$ cat config.mk
export PLATFORM = sky130hd
export DESIGN_NAME = seq_alu
export DESIGN_NICKNAME = d
export VERILOG_FILES = /design/src/rtl/seq_alu.sv
export SDC_FILE = /design/constraint.sdc
export NUM_CORES = 1
export LEC_CHECK = 0
export BUFFER_PORTS_ARGS = -buffer_cell sky130_fd_sc_hd__buf_4
export CAP_MARGIN = 10
export CORE_ASPECT_RATIO = 1.2
export CORE_MARGIN = 8
export CORE_UTILIZATION = 43
export CTS_CLUSTER_SIZE = 30
export DETAILED_ROUTE_END_ITERATION = 12
export HOLD_SLACK_MARGIN = 0.06
export SYNTH_ARGS = -nofsm -noshare
export SYNTH_HDL_FRONTEND = slang
export SYNTH_SLANG_ARGS = --single-unit
$ cat constraint.sdc
create_clock -name clk -period 4.9 [get_ports clk]
set_clock_uncertainty 0.05 [all_clocks]
set_input_delay 0.49 -clock clk [delete_from_list [all_inputs] [get_ports clk]]
set_output_delay 0.49 -clock clk [all_outputs]
set_load 0.02 [all_outputs]
$ cat src/rtl/seq_alu.sv
// seq_alu: sequential ALU with a valid/ready handshake on both sides.
// Single-cycle ops (ADD/SUB/AND/OR/XOR/SLT and illegal codes) finish on the
// accepting edge. MUL (shift-add) and DIVU (restoring) iterate WIDTH cycles in BUSY.
`timescale 1ns/1ps
module seq_alu #(
  parameter int WIDTH = 32
) (
  input  logic             clk,
  input  logic             rst_n,
  input  logic             in_valid,
  output logic             in_ready,
  input  logic [WIDTH-1:0] A,
  input  logic [WIDTH-1:0] B,
  input  logic [3:0]       opcode,
  output logic             out_valid,
  input  logic             out_ready,
  output logic [WIDTH-1:0] result,
  output logic             carry,
  output logic             zero,
  output logic             negative,
  output logic             overflow
);

  localparam int CW = $clog2(WIDTH + 1);

  typedef enum logic [1:0] {IDLE, BUSY, DONE} state_t;

  state_t state, state_next;

  logic [CW-1:0]      cnt;
  logic               is_div;
  logic [2*WIDTH-1:0] mcand_reg;
  logic [WIDTH-1:0]   mplier_reg;
  logic [2*WIDTH-1:0] acc_reg;
  logic [WIDTH-1:0]   rem_reg;
  logic [WIDTH-1:0]   quo_reg;
  logic [WIDTH-1:0]   div_reg;

  logic accept;
  logic multi_op;
  logic finish;

  assign accept   = in_valid && (state == IDLE);
  assign multi_op = (opcode == 4'd6) || (opcode == 4'd7);
  // Last iteration: its outcome is registered straight into result, so
  // BUSY lasts exactly WIDTH cycles.
  assign finish   = (state == BUSY) && (cnt == CW'(WIDTH - 1));

  // State register
  always_ff @(posedge clk or negedge rst_n) begin
    if (!rst_n) state <= IDLE;
    else        state <= state_next;
  end

  // Next-state logic and handshake outputs
  always_comb begin
    state_next = state;
    in_ready   = 1'b0;
    out_valid  = 1'b0;
    case (state)
      IDLE: begin
        in_ready = 1'b1;
        if (in_valid) state_next = multi_op ? BUSY : DONE;
      end
      BUSY: begin
        if (finish) state_next = DONE;
      end
      DONE: begin
        out_valid = 1'b1;
        if (out_ready) state_next = IDLE;
      end
      default: state_next = IDLE;
    endcase
  end

  // Single-cycle operations, evaluated directly on the live operands
  logic [WIDTH:0]   add_ext;
  logic [WIDTH:0]   sub_ext;
  logic [WIDTH-1:0] sc_res;
  logic             sc_c;
  logic             sc_v;

  always_comb begin
    add_ext = {1'b0, A} + {1'b0, B};
    sub_ext = {1'b0, A} - {1'b0, B};
    sc_res  = '0;
    sc_c    = 1'b0;
    sc_v    = 1'b0;
    case (opcode)
      4'd0: begin
        sc_res = add_ext[WIDTH-1:0];
        sc_c   = add_ext[WIDTH];
        sc_v   = (A[WIDTH-1] == B[WIDTH-1]) && (add_ext[WIDTH-1] != A[WIDTH-1]);
      end
      4'd1: begin
        sc_res = sub_ext[WIDTH-1:0];
        sc_c   = ~sub_ext[WIDTH];            // no borrow means A >= B
        sc_v   = (A[WIDTH-1] != B[WIDTH-1]) && (sub_ext[WIDTH-1] != A[WIDTH-1]);
      end
      4'd2: sc_res = A & B;
      4'd3: sc_res = A | B;
      4'd4: sc_res = A ^ B;
      4'd5: sc_res[0] = ($signed(A) < $signed(B));
      default: sc_res = '0;                  // illegal codes and the multi-cycle codes
    endcase
  end

  // One step of the shift-add multiplier and of the restoring divider
  logic [2*WIDTH-1:0] mul_acc_next;
  logic [WIDTH:0]     div_shift;
  logic [WIDTH:0]     div_trial;
  logic               div_fit;
  logic [WIDTH-1:0]   rem_next;
  logic [WIDTH-1:0]   quo_next;
  logic [WIDTH-1:0]   busy_res;
  logic               busy_hi;

  always_comb begin
    mul_acc_next = mplier_reg[0] ? (acc_reg + mcand_reg) : acc_reg;
    div_shift    = {rem_reg, quo_reg[WIDTH-1]};
    div_trial    = div_shift - {1'b0, div_reg};
    div_fit      = ~div_trial[WIDTH];
    rem_next     = div_fit ? div_trial[WIDTH-1:0] : div_shift[WIDTH-1:0];
    // With a zero divisor every trial fits, so the quotient comes out all-ones.
    quo_next     = {quo_reg[WIDTH-2:0], div_fit};
    busy_hi      = |mul_acc_next[2*WIDTH-1:WIDTH];
    busy_res     = is_div ? quo_next : mul_acc_next[WIDTH-1:0];
  end

  // Value written into the output registers when an operation completes
  logic             load_en;
  logic [WIDTH-1:0] load_res;
  logic             load_c;
  logic             load_v;

  always_comb begin
    load_en  = (accept && !multi_op) || finish;
    load_res = sc_res;
    load_c   = sc_c;
    load_v   = sc_v;
    if (state == BUSY) begin
      load_res = busy_res;
      load_c   = is_div ? 1'b0 : busy_hi;
      load_v   = is_div ? (div_reg == '0) : busy_hi;
    end
  end

  // Operand capture, iteration and result/flag registers
  always_ff @(posedge clk or negedge rst_n) begin
    if (!rst_n) begin
      cnt        <= '0;
      is_div     <= 1'b0;
      mcand_reg  <= '0;
      mplier_reg <= '0;
      acc_reg    <= '0;
      rem_reg    <= '0;
      quo_reg    <= '0;
      div_reg    <= '0;
      result     <= '0;
      carry      <= 1'b0;
      zero       <= 1'b0;
      negative   <= 1'b0;
      overflow   <= 1'b0;
    end else begin
      if (accept && multi_op) begin
        is_div     <= opcode[0];
        mcand_reg  <= {{WIDTH{1'b0}}, A};
        mplier_reg <= B;
        acc_reg    <= '0;
        rem_reg    <= '0;
        quo_reg    <= A;
        div_reg    <= B;
        cnt        <= '0;
      end
      if (state == BUSY) begin
        cnt        <= finish ? '0 : cnt + CW'(1);
        acc_reg    <= mul_acc_next;
        mcand_reg  <= mcand_reg << 1;
        mplier_reg <= mplier_reg >> 1;
        rem_reg    <= rem_next;
        quo_reg    <= quo_next;
      end
      if (load_en) begin
        result   <= load_res;
        carry    <= load_c;
        overflow <= load_v;
        zero     <= (load_res == '0);
        negative <= load_res[WIDTH-1];
      end
    end
  end

endmodule
==> impl_metrics.tcl <==
set metrics [dict create \
    status "complete, no violations" \
    die_h_um 279 \
    cp_num_buf_inv 0 \
    die_area_um2 65600 \
    grt_max_degree 118 \
    cp_top_family "compound AO/OA/AOI/OAI gates" \
    antenna_found_initial 4 \
    maxCapViolations 0 \
    layout.nets 3470 \
    grt_pass1_wl_um 145000 \
    final_antenna_net_count 0 \
    syn2layout_area_growth_pct 11.2 \
    clkTransAtPathRegs_ps 60 \
    cts.repair.resized 0 \
    drive_gt1_share_pct 9.54 \
    whs_ps 134 \
    drt_wl_total_um 93500 \
    postCtsSetupBuffers 0 \
    criticalPathCategory "register to register" \
    core.rowCount 96 \
    start_util_pct 43.5 \
    synth.most_common_cell "nand2_1" \
    cts_root_buf "clkbuf_16" \
    setup_tns_ps 0 \
    htree_levels 2 \
    hpwl_um 70000 \
    post-route-period-util_pct 92.9 \
    path_max_fanout 6 \
    critPathLaunch "mcand_reg[0]" \
    hp-class "input port to register" \
    grt_pass1_vias 24000 \
    synth_seq_area_share_pct 30.3 \
    hold_viol 0 \
    rsz0062_at_grt "false" \
    insertion_delay_ps 560 \
    cp_cell_sequence "ha_1 > fa_1 > a211oi_1 > o21ai_2 > a31oi_1 > o21ai_0 > xnor2_1 > o21ai_0 > a211oi_1 > and4b_1 > nor4b_1 > and4_1 > a41o_1" \
    core_um2 57100 \
    stdcell_count 3966 \
    syn_nets 3470 \
    worstPathRequired_ps 5360 \
    cts_tree "done" \
    gp_congestion 0.961 \
    slowest_stage "a211oi_1" \
    synthFlopType "dfrtp_1" \
    maxSlewViolCount 0 \
    first_iter_violations 2260 \
    crit_arrival_ps 5010 \
    yosys.area.top_type_share_pct 30.3 \
    synthTopCellsByCount "499 x nand2_1, 350 x o21ai_0, 300 x dfrtp_1" \
    critPathMaxStageDelay_ps 490 \
    power_leakage_uw 0.0126 \
    drc_errors 0 \
    min_from "B[29]" \
    dr.pass1.iters 5 \
    synth_enable_flop_cells 0 \
    vias 24500 \
    ys_ff_latch 300 \
    io_pins 110 \
    slew_headroom_pct 28.8 \
    cts_max_path_buffers 3 \
    synth.distinct_cells 106 \
    globalRouteOverflowTotal 0 \
    powerDensity_nw_per_um2 558 \
    async_flop_share_pct 100 \
    end_kind "register" \
    numClockSinks 300 \
    wl_per_cell_um 23.6 \
    min_period_ps 4550 \
    grt_usage_pct 27.8 \
    tightest_slew_ps 1070 \
    ys_warn_count 0 \
    cts_buffers 38 \
    yosysTopAreaCell "dfrtp_1" \
    port_buffers 109 \
    avgSynthCellArea_um2 7.74 \
    ir_drop_mv 0.338 \
    rrSetupSlack_ps 350 \
    synthesis.area_um2 24800 \
    synthCells 3202 \
    synth_area_leaders "dfrtp_1 30%, ha_1 9.7%, nand2_1 7.6%" \
    startpoint_type "register" \
    reg2reg_from "mcand_reg[0]" \
    viasPerCell 6.18 \
    dp.cells 3895 \
    setup_viol 0 \
    die_w_um 235 \
    fmax_mhz 220 \
]
## routing by layer
layer	up-vias	share of wire [%]	global-route usage, %
met4	4	3.9	10.2
met3	154	6.0	4.10
li1	11600	-	-
met5	-	0.028	0
met2	828	45	44.7
met1	11900	45	37.7
## final cells by class
| cell class | instances | area (um2) |
|---|---|---|
| Multi-Input combinational cell | 2544 | 15900 |
| Inverter | 160 | 601 |
| Timing Repair Buffer | 158 | 1300 |
| Antenna cell | 1 | 2.50 |
| Fill cell | 5629 | 29500 |
| Sequential cell | 300 | 7510 |
| Tap cell | 735 | 920 |
| Clock inverter | 20 | 265 |
| Clock buffer | 48 | 1060 |
## power breakdown
group          total (uW)  switching (uW)  internal [uW]
Combinational        7970            5010           2960
Clock                3010            1200           1810
Sequential           4410             932           3480
Total               15400            7150           8250
## kinds of logic (layout without fill, tap and decap cells)
| family | after synthesis | in the layout | share of synthesized area (%) |
|---|---|---|---|
| simple gates | 1129 | 1129 | 20.8 |
| compound gates | 1121 | 1121 | 29.5 |
| buf+inv | 358 | 386 | 5.74 |
| flops | 300 | 300 | 30.3 |
| fa+ha+maj | 196 | 196 | 10.0 |
| xor+xnor | 74 | 74 | 2.61 |
| mux | 24 | 24 | 1.04 |
| other cells | 0 | 1 | 0 |
## cell usage in the layout, fill, tap and decap left out, types with 31 or more instances in the layout
cell | Yosys | layout
and3_1 | 31 | 31
nor2_1 | 221 | 220
o21a_1 | 31 | 31
o21ai_0 | 350 | 350
clkbuf_16 | 0 | 39
ha_1 | 192 | 192
a21oi_1 | 259 | 259
xor2_1 | 37 | 37
dfrtp_1 | 300 | 299
buf_4 | 7 | 147
nand4_1 | 49 | 49
nand2_1 | 499 | 498
a21o_1 | 64 | 64
nor3_1 | 49 | 48
nand3_1 | 122 | 122
a211oi_1 | 47 | 46
xnor2_1 | 37 | 37
o211ai_1 | 34 | 34
inv_1 | 158 | 158
## stage by stage
| stage | power (uW) | area, um2 | worst slack (ps) | util (%) |
|---|---|---|---|---|
| 4_1_cts | 15400 | 27600 | 393 | 48.3 |
| 3_5_place_dp | 12300 | 26200 | 324 | 46.0 |
| 5_1_grt | 16500 | 27600 | 23.2 | 48.3 |
| 6_report | 15400 | 27600 | 346 | 48.3 |
| 2_1_floorplan | 9890 | 24800 | 1170 | - |
| 3_3_place_gp | 12100 | 26200 | 403 | 46.0 |
## tightest hold or removal path, cell delays in order
cell	delay, ps
buf_4	100
nand2_1	60
o21ai_0	60
## what timing repair did
item | CTS | global route
setup endpoints to repair | 0 | 0
hold endpoints to repair | 104 | 0
hold buffers | 2 | 0
## final timing paths
| kind | endpoint | cells past startpoint |
|---|---|---|
| max | zero | 13 |
| min | div_reg[29] | 3 |
| max reg2reg | zero | 13 |
| min reg2reg | mplier_reg[3] | 2 |
| max in group asynchronous | mplier_reg[15] | 3 |
| min in group asynchronous | mcand_reg[8] | 2 |
Power figures use the tool's default switching activity.
